### config.mk
export PLATFORM = sky130hd
export DESIGN_NAME = vga_bar_update_sched_flat
export DESIGN_NICKNAME = d
export VERILOG_FILES = /design/src/rtl/vga_bar_update_sched_if.sv /design/src/rtl/vga_bar_update_sched.sv /design/src/flat_wrapper.sv
export SDC_FILE = /design/constraint.sdc
export NUM_CORES = 1
export LEC_CHECK = 0
export ABC_AREA = 1
export CAP_MARGIN = 20
export CORE_AREA = 3 3 112 168
export CTS_BUF_LIST = sky130_fd_sc_hd__clkbuf_4
export CTS_CLUSTER_DIAMETER = 150
export DETAILED_ROUTE_END_ITERATION = 8
export DIE_AREA = 0 0 115 171
export GPL_TIMING_DRIVEN = 0
export PLACE_DENSITY = 0.71
export SYNTH_ARGS = -nofsm -noshare
export SYNTH_HDL_FRONTEND = slang
export SYNTH_SLANG_ARGS = --single-unit
### constraint.sdc
create_clock -name dclk -period 3.1 [get_ports dclk]
set_clock_uncertainty 0.2 [all_clocks]
set_input_delay 0.62 -clock dclk [delete_from_list [all_inputs] [get_ports dclk]]
set_output_delay 0.62 -clock dclk [all_outputs]
set_load 0.005 [all_outputs]
### src/rtl/vga_bar_update_sched_if.sv
//------------------------------------------------------------------------------
// Module : vga_bar_update_sched_if
// Brief  : Producer/display bus for the frame-synchronous bar update scheduler.
// Rev    : 1.0  initial release
//------------------------------------------------------------------------------
`default_nettype none

interface vga_bar_update_sched_if #(
    parameter int NBARS = 6,
    parameter int DW    = 11
) ();
    logic [9:0]          hc_in;
    logic [9:0]          vc_in;
    logic [NBARS-1:0]    req;
    logic [NBARS*DW-1:0] req_data;
    logic [NBARS-1:0]    gnt;
    logic [NBARS*DW-1:0] sum_out;
    logic [NBARS-1:0]    bar_hit;
    logic                frame_swap;
    logic [NBARS-1:0]    overrun;

    modport master (
        output hc_in, vc_in, req, req_data,
        input  gnt, sum_out, bar_hit, frame_swap, overrun
    );

    modport slave (
        input  hc_in, vc_in, req, req_data,
        output gnt, sum_out, bar_hit, frame_swap, overrun
    );
endinterface

`default_nettype wire

### src/rtl/vga_bar_update_sched.sv
//------------------------------------------------------------------------------
// Module : vga_bar_update_sched
// Brief  : Round-robin shadow-bank writer with tear-free display-bank swap at VFP.
// Rev    : 1.0  initial release
//------------------------------------------------------------------------------
`default_nettype none

module vga_bar_update_sched #(
    parameter int NBARS   = 6,
    parameter int DW      = 11,
    parameter int THRESH  = 675,
    parameter int HPIXELS = 800,
    parameter int VLINES  = 521,
    parameter int VFP     = 511
) (
    input  wire logic               dclk,
    input  wire logic               clr_n,
    vga_bar_update_sched_if.slave   bus
);

    localparam int              c_PW             = (NBARS > 1) ? $clog2(NBARS) : 1;
    localparam logic [9:0]      c_VFP            = 10'(VFP);
    localparam logic [DW-1:0]   c_THRESH         = DW'(THRESH);
    localparam bit              c_SWAP_REACHABLE = (VFP < VLINES) && (HPIXELS > 0);

    typedef enum logic [0:0] {
        S_ACCEPT = 1'b0,
        S_SWAP   = 1'b1
    } state_t;

    state_t              r_state;
    logic [c_PW-1:0]     r_ptr;
    logic [DW-1:0]       r_shadow [NBARS];
    logic [NBARS-1:0]    r_dirty;
    logic [NBARS-1:0]    r_overrun;
    logic [NBARS-1:0]    r_bar_hit;
    logic [NBARS*DW-1:0] r_sum_out;
    logic                r_frame_swap;

    logic                w_swap_evt;
    logic                w_pick_vld;
    logic [c_PW-1:0]     w_pick_idx;
    logic [c_PW-1:0]     w_next_ptr;
    logic [NBARS-1:0]    w_pick;
    logic [NBARS-1:0]    w_gnt;
    logic [DW-1:0]       w_req_val [NBARS];
    logic [DW-1:0]       w_wr_val;

    // Index base+off folded back into 0..NBARS-1 (off never exceeds NBARS-1).
    function automatic logic [c_PW-1:0] f_wrap(input logic [c_PW-1:0] base, input int off);
        int s;
        s = int'(base) + off;
        if (s >= NBARS) s = s - NBARS;
        return c_PW'(s);
    endfunction

    assign w_swap_evt = c_SWAP_REACHABLE && (bus.vc_in == c_VFP) && (bus.hc_in == 10'd0);

    always_comb begin
        w_pick_vld = 1'b0;
        w_pick_idx = '0;
        for (int k = 0; k < NBARS; k++) begin
            if (!w_pick_vld && bus.req[f_wrap(r_ptr, k)]) begin
                w_pick_vld = 1'b1;
                w_pick_idx = f_wrap(r_ptr, k);
            end
        end
        for (int i = 0; i < NBARS; i++) begin
            w_pick[i]    = w_pick_vld && (w_pick_idx == c_PW'(i));
            w_req_val[i] = bus.req_data[i*DW +: DW];
        end
        w_next_ptr = f_wrap(w_pick_idx, 1);
        w_wr_val   = w_req_val[w_pick_idx];
    end

    // Grant is combinational so a producer is served in the cycle it asks.
    assign w_gnt = (clr_n && (r_state == S_ACCEPT)) ? w_pick : '0;

    always_ff @(posedge dclk or negedge clr_n) begin
        if (!clr_n) begin
            r_state      <= S_ACCEPT;
            r_ptr        <= '0;
            r_dirty      <= '0;
            r_overrun    <= '0;
            r_bar_hit    <= '0;
            r_sum_out    <= '0;
            r_frame_swap <= 1'b0;
            for (int i = 0; i < NBARS; i++) begin
                r_shadow[i] <= '0;
            end
        end else begin
            r_frame_swap <= 1'b0;
            case (r_state)
                S_ACCEPT: begin
                    if (w_pick_vld) begin
                        r_shadow[w_pick_idx] <= w_wr_val;
                        r_dirty[w_pick_idx]  <= 1'b1;
                        if (r_dirty[w_pick_idx]) begin
                            r_overrun[w_pick_idx] <= 1'b1;
                        end
                        r_ptr <= w_next_ptr;
                    end
                    if (w_swap_evt) begin
                        r_state <= S_SWAP;
                    end
                end
                S_SWAP: begin
                    for (int i = 0; i < NBARS; i++) begin
                        r_sum_out[i*DW +: DW] <= r_shadow[i];
                        r_bar_hit[i]          <= (r_shadow[i] > c_THRESH);
                    end
                    r_frame_swap <= 1'b1;
                    r_dirty      <= '0;
                    r_overrun    <= '0;
                    r_state      <= S_ACCEPT;
                end
                default: r_state <= S_ACCEPT;
            endcase
        end
    end

    assign bus.gnt        = w_gnt;
    assign bus.sum_out    = r_sum_out;
    assign bus.bar_hit    = r_bar_hit;
    assign bus.frame_swap = r_frame_swap;
    assign bus.overrun    = r_overrun;

endmodule

`default_nettype wire

### src/flat_wrapper.sv
// flat-port wrapper written by rule: the top's interface ports become plain ports
module vga_bar_update_sched_flat 
#(
    parameter int NBARS   = 6,
    parameter int DW      = 11,
    parameter int THRESH  = 675,
    parameter int HPIXELS = 800,
    parameter int VLINES  = 521,
    parameter int VFP     = 511
)
  (dclk, clr_n, bus_hc_in, bus_vc_in, bus_req, bus_req_data, bus_gnt, bus_sum_out, bus_bar_hit, bus_frame_swap, bus_overrun);
  vga_bar_update_sched_if #(.NBARS(NBARS), .DW(DW)) bus_i ();
  input  wire logic dclk;
  input  wire logic clr_n;
  input wire logic [$bits(bus_i.hc_in)-1:0] bus_hc_in;
  input wire logic [$bits(bus_i.vc_in)-1:0] bus_vc_in;
  input wire logic [$bits(bus_i.req)-1:0] bus_req;
  input wire logic [$bits(bus_i.req_data)-1:0] bus_req_data;
  output wire logic [$bits(bus_i.gnt)-1:0] bus_gnt;
  output wire logic [$bits(bus_i.sum_out)-1:0] bus_sum_out;
  output wire logic [$bits(bus_i.bar_hit)-1:0] bus_bar_hit;
  output wire logic [$bits(bus_i.frame_swap)-1:0] bus_frame_swap;
  output wire logic [$bits(bus_i.overrun)-1:0] bus_overrun;
  assign bus_i.hc_in = bus_hc_in;
  assign bus_i.vc_in = bus_vc_in;
  assign bus_i.req = bus_req;
  assign bus_i.req_data = bus_req_data;
  assign bus_gnt = bus_i.gnt;
  assign bus_sum_out = bus_i.sum_out;
  assign bus_bar_hit = bus_i.bar_hit;
  assign bus_frame_swap = bus_i.frame_swap;
  assign bus_overrun = bus_i.overrun;
  vga_bar_update_sched #(.NBARS(NBARS), .DW(DW), .THRESH(THRESH), .HPIXELS(HPIXELS), .VLINES(VLINES), .VFP(VFP)) u_core (.dclk(dclk), .clr_n(clr_n), .bus(bus_i));
endmodule
[Yosys cells after proc, flatten, opt, wreduce, memory -nomap -nowiden]
Index checks and enable logic that the tools add are counted.
Operators by class
  order comparisons: 23
  multiplexer cells: 50
  reductions and logical operators: 24
  bitwise operators: 4
  equality and inequality tests: 8
  add/subtract/negate cells: 13
Operator list (number)
  $bwmux 66: 1
  $gt 11x10->1 const B: 6
  $mux 3: 13
  $bmux 11 s3: 1
  $demux 11 s3: 1
  $mux 11: 3
  $lt 3x4->1 const B: 7
  $ge 4x3->1 const B: 6
  $mux 6: 4
  $pmux 6 s2: 2
  $bmux 1 s3: 7
  $sub 3x2->3 const B: 6
  $mux 1: 16
  $logic_and 1x1->1: 15
  $or 6x6->6: 2
  $eq 10x9->1 const B: 1
  $logic_not 10->1: 1
  $add 3x1->4 const B: 2
  $add 3x2->4 const B: 2
  $add 3x3->4 const B: 2
  $eq 3x2->1 const B: 2
  $eq 3x3->1 const B: 2
  $logic_not 1->1: 5
  $ge 4x4->1 const B: 1
  other kinds (13): 14
Word-level totals
  bits of input ports: 94
  bits in registers: 155

[Logic depth before layout (Yosys ltp)]
  word-level depth: 28
  gate-level depth with buffers: 25
  gate-level depth less buffers: 24

[Least setup slack after synthesis]
No wires, ideal clock.
  kind: register to output
  start point: register u_core.r_ptr[0]
  end point: output port bus_gnt[3]
  buffers on the path: 2
  slack: -0.395 ns
  cell stages (with the launch flop): 21
  data arrival time: 2.675 ns
  cells stage by stage: dfrtp_1 -> inv_2 -> ha_1 -> buf_2 -> inv_1 -> o21ai_1 -> nand2_1 -> nand2_1 -> nand2_1 -> nand3_1 -> nand3_2 -> nor2_1 -> nand2_1 -> nand3_1 -> nand2_1 -> nand2_4 -> buf_2 -> ha_1 -> ha_1 -> inv_1 -> nor2_1
Between the ends
  longest elaborated chain between the ends: 23
  elaborated cells on any way between the ends: 60
RTL lines
  start, declared: RTL line vga_bar_update_sched.sv:32  | logic [c_PW-1:0] r_ptr;
  start signal, assigned: RTL line vga_bar_update_sched.sv:101  | r_ptr <= w_next_ptr;
  branches (longest 21 deep; another with $add 3x1->4)
  $logic_and 1x1->1 (*): RTL line vga_bar_update_sched.sv:69  | w_pick[i] = w_pick_vld && (w_pick_idx == c_PW'(i));
  $mux 6 (*): RTL line vga_bar_update_sched.sv:77  | assign w_gnt = (clr_n && (r_state == S_ACCEPT)) ? w_pick : '0;
  end, declared: RTL line flat_wrapper.sv:19  | output wire logic [$bits(bus_i.gnt)-1:0] bus_gnt;
Every way passes the cells marked *. The select of a mux whose other input is x is not followed.

[Final worst setup path]
  start point: register u_core.r_ptr[1]
  end point: output port bus_gnt[3]
The elaborated chain is that of the path after synthesis.

==> results_dict.tcl <==
set metrics [dict create \
    critical_path.reg2reg.endpoint "u_core.r_shadow[46]" \
    status "finished with violations" \
    path_common_cell "sky130_fd_sc_hd__nand2_4" \
    grt_pass1_wl_um 39100 \
    grt_overflow_total 0 \
    clk_path_buf_depth 2 \
    cp.depth 21 \
    yosys.cell_count.top_type "sky130_fd_sc_hd__nand2_1" \
    synthCells 1014 \
    routed_vias 7705 \
    via_per_inst 5.13 \
    syn_nets 1121 \
    fraction_of_final_layout_cells_sized_beyond_drive_strength_1 0.221 \
    numnets_final 1382 \
    worst_setup_path_start_kind "flop" \
    total_number_of_yosys_warnings 0 \
    routed_wl_um 24600 \
    num-fill-cells 1465 \
    cp_cell_instances "clkinv_4 -> ha_4 -> inv_8 -> o21ai_4 -> nand3_2 -> nand2_4 -> nand3_2 -> nand3_4 -> buf_6 -> nand2_4 -> nand2_4 -> nand2_4 -> nand2_4 -> nand2_4 -> buf_12 -> buf_8 -> ha_4 -> ha_4 -> inv_2 -> nor2_2 -> buf_2" \
    async_reset_ff_frac 1.00 \
    grt_util_all_layers 0.252 \
    critPathBufInv 7 \
    ff_to_ff_path_depth 22 \
    ant_nets 0 \
    finalWeightedCongestion 0.894 \
    rsz0062_at_grt "yes" \
    synth_enable_flop_cells 0 \
    register_area_sq_um 3880 \
    netlist.area_leader.share 0.498 \
    reg2reg_setup_slack_ns -0.64 \
    grt_antenna_before_repair 1 \
    first_global_vias 7664 \
    placement.io_buffers 178 \
    floorplan.die.height_um 171 \
    slew_viol_final 0 \
    drc_marker_count_from_the_first_detailed_route_iteration 651 \
    clock_latency_ns 0.55 \
    dp.final_hpwl_um 17300 \
    cp_slowest_stage_delay_ns 0.47 \
    syn-cell-area_sq_um 7780 \
    critPathSlowestCell "sky130_fd_sc_hd__dfrtp_2" \
    critical_path_peak_fanout 6 \
    post-route-util 0.665 \
    dominant_cells_by_area_after_synthesis "sky130_fd_sc_hd__dfrtp_1 (50%), sky130_fd_sc_hd__nand2_1 (22%), sky130_fd_sc_hd__inv_1 (3.3%), sky130_fd_sc_hd__nand3_1 (3.0%), sky130_fd_sc_hd__o21ai_0 (2.8%)" \
    clkSinkCount 155 \
    worst_setup_path_startpoint "u_core.r_ptr[1]" \
    postSynthRegisterBits 155 \
    tritoncts "done" \
    timing_worst_setup_path_type "reg2out" \
    dominantRegCellSynth "sky130_fd_sc_hd__dfrtp_1" \
    drv_cap 0 \
    drt-pass1-iter-count 5 \
    path_delay_family "simple AND/OR/NAND/NOR gates" \
    timing.fmax_mhz 234 \
    htreeDepth 4 \
    syn2layout_area_growth_pct 48.8 \
    regToRegStartpoint "u_core.r_ptr[1]" \
    cts_inserted_buffers 17 \
    die-area_sq_um 19700 \
    worstPathRequired_ns 2.28 \
    timing.final.setup_violations 84 \
    post-route-worst-setup-slack_ns -1.18 \
    post_synth_num_cell_types 37 \
    routed_wire_per_std_cell_um 16.4 \
    cts.root.buffer_cell "sky130_fd_sc_hd__clkbuf_4" \
    setup.worst_path.end_class "output pin" \
    core.rowCount 59 \
    relative_slew_margins 0.512 \
    drc 0 \
    timing.critical_path.to "bus_gnt[3]" \
    clkTransAtPathRegs_ns 0.15 \
    final_hold_viol_count 76 \
    part_of_the_cycle_the_worst_path_needs 1.38 \
    netlist_top_cells_count "sky130_fd_sc_hd__nand2_1 (463), sky130_fd_sc_hd__dfrtp_1 (155), sky130_fd_sc_hd__inv_1 (68)" \
    number_of_primary_i_o_pins 179 \
    initial_utilization 0.447 \
    grt_max_degree 82 \
    hold_path_class "in2async" \
    synth_seq_area_share 0.498 \
    least_margin_pin_slew_ns 0.732 \
    finalCriticalPeriod_ns 4.28 \
    synth_area_leader_cell "sky130_fd_sc_hd__dfrtp_1" \
    syn-mean-instance-area_sq_um 7.68 \
    die-width_um 115 \
    timing.critical_path.arrival_ns 3.46 \
    hold_slack_ns -0.136 \
    multiInputGateArea_sq_um 4050 \
    failed_checks "negative hold slack, negative setup slack" \
    floorplan.core_area_sq_um 17400 \
]
## state kept, by name, summed over array words and instances, names as in the netlist
signal and cells:
u_core.bus.sum_out 66, u_core.r_shadow 66, u_core.bus.bar_hit 6, u_core.bus.overrun 6, u_core.r_dirty 6, u_core.r_ptr 3, u_core.bus.frame_swap 1, u_core.r_state 1
## layout make-up
class	count	share of cell area
Antenna cell	1	0.000216
Buffer	35	0.0248
Clock buffer	17	0.0110
Clock inverter	15	0.0172
Inverter	82	0.0301
Multi-Input combinational cell	740	0.349
Sequential cell	155	0.335
Tap cell	213	0.0230
Timing Repair Buffer	244	0.209
## placed cells by master, fill, tap and decap left out, types with 22 or more instances in the layout
| cell type | count |
|---|---|
| sky130_fd_sc_hd__nand3_1 | 30 |
| sky130_fd_sc_hd__buf_4 | 45 |
| sky130_fd_sc_hd__nor2_1 | 42 |
| sky130_fd_sc_hd__o21ai_1 | 30 |
| sky130_fd_sc_hd__inv_1 | 57 |
| sky130_fd_sc_hd__o21ai_0 | 41 |
| sky130_fd_sc_hd__dfrtp_1 | 152 |
| sky130_fd_sc_hd__nand2_1 | 416 |
| sky130_fd_sc_hd__clkdlybuf4s50_1 | 171 |
| sky130_fd_sc_hd__buf_6 | 22 |
| sky130_fd_sc_hd__nand2_2 | 45 |
## per-stage QoR
| stage | instance area, sq um | setup slack [ns] | hold slack, ns | cells | TNS [ns] |
|---|---|---|---|---|---|
| 3_5_place_dp | 10000 | -1.40 | 0.255 | 1406 | -49.26 |
| 6_report | 11600 | -1.18 | -0.136 | 1502 | -39.50 |
| 5_1_grt | 11600 | -1.32 | -0.126 | 1502 | -52.57 |
| 3_3_place_gp | 9970 | -6.30 | 0.250 | 1405 | -868.04 |
| 4_1_cts | 11200 | -1.05 | -0.131 | 1484 | -29.10 |
| 2_1_floorplan | 7920 | -0.179 | 0.124 | 1014 | -0.899 |
## logic make-up (layout without fill, tap and decap cells)
family                   Yosys count  after routing  synth area share
AND/OR/NAND/NOR                  616            616             0.338
flip-flops                       155            155             0.498
buffers and inverters            119            393            0.0665
AO/OA/AOI/OAI                    109            109            0.0736
adder cells (fa/ha/maj)           13             13            0.0209
XOR/XNOR                           1              1           0.00113
multiplexers                       1              1           0.00129
other                              0              1                 0
## worst register-to-register path, stage by stage, from the launching register on
cell and delay, ns:
sky130_fd_sc_hd__dfrtp_2 0.47, sky130_fd_sc_hd__clkinv_4 0.11, sky130_fd_sc_hd__ha_4 0.36, sky130_fd_sc_hd__inv_8 0.06, sky130_fd_sc_hd__o21ai_4 0.14, sky130_fd_sc_hd__nand3_2 0.14, sky130_fd_sc_hd__o211ai_1 0.18, sky130_fd_sc_hd__nand3_4 0.19
sky130_fd_sc_hd__buf_6 0.17, sky130_fd_sc_hd__nand2_4 0.08, sky130_fd_sc_hd__nand2_4 0.07, sky130_fd_sc_hd__nand2_4 0.08, sky130_fd_sc_hd__nand2_4 0.06, sky130_fd_sc_hd__nand2_4 0.11, sky130_fd_sc_hd__buf_12 0.12, sky130_fd_sc_hd__buf_8 0.09
sky130_fd_sc_hd__buf_6 0.10, sky130_fd_sc_hd__bufbuf_16 0.25, sky130_fd_sc_hd__nand2_4 0.06, sky130_fd_sc_hd__nor2_4 0.15, sky130_fd_sc_hd__clkinvlp_4 0.25, sky130_fd_sc_hd__nand2_1 0.12, sky130_fd_sc_hd__nand2_1 0.06
## what timing repair did
action | 4_1_cts | 5_1_grt
resized for setup | 139 | 79
pin swaps | 44 | 20
setup endpoints to repair | 85 | 86
buffers inserted | 47 | 17
endpoints found under the hold margin | 76 | 76
cloned | 2 | 0
## layer usage
layer | track usage | up-vias | routed length, um
met5 | 0 | - | 0
met4 | 0.113 | 0 | 999
met3 | 0.0456 | 77 | 1360
met2 | 0.450 | 286 | 13100
met1 | 0.290 | 3621 | 9160
li1 | - | 3721 | -
## worst min-delay path by stage
stage	from	to	slack [ns]
CTS	clr_n	u_core.bus.sum_out[3]	-0.13
floorplan	clr_n	u_core.bus.bar_hit[0]	0.12
global placement	u_core.r_state	u_core.bus.frame_swap	0.25
detailed placement	u_core.r_state	u_core.bus.frame_swap	0.25
global route	clr_n	u_core.bus.sum_out[3]	-0.13
finish	clr_n	u_core.bus.sum_out[3]	-0.14
Power is left out: the tool's default activity adds up to more than one toggle a clock period on the data nets, which glitch-free logic cannot reach.
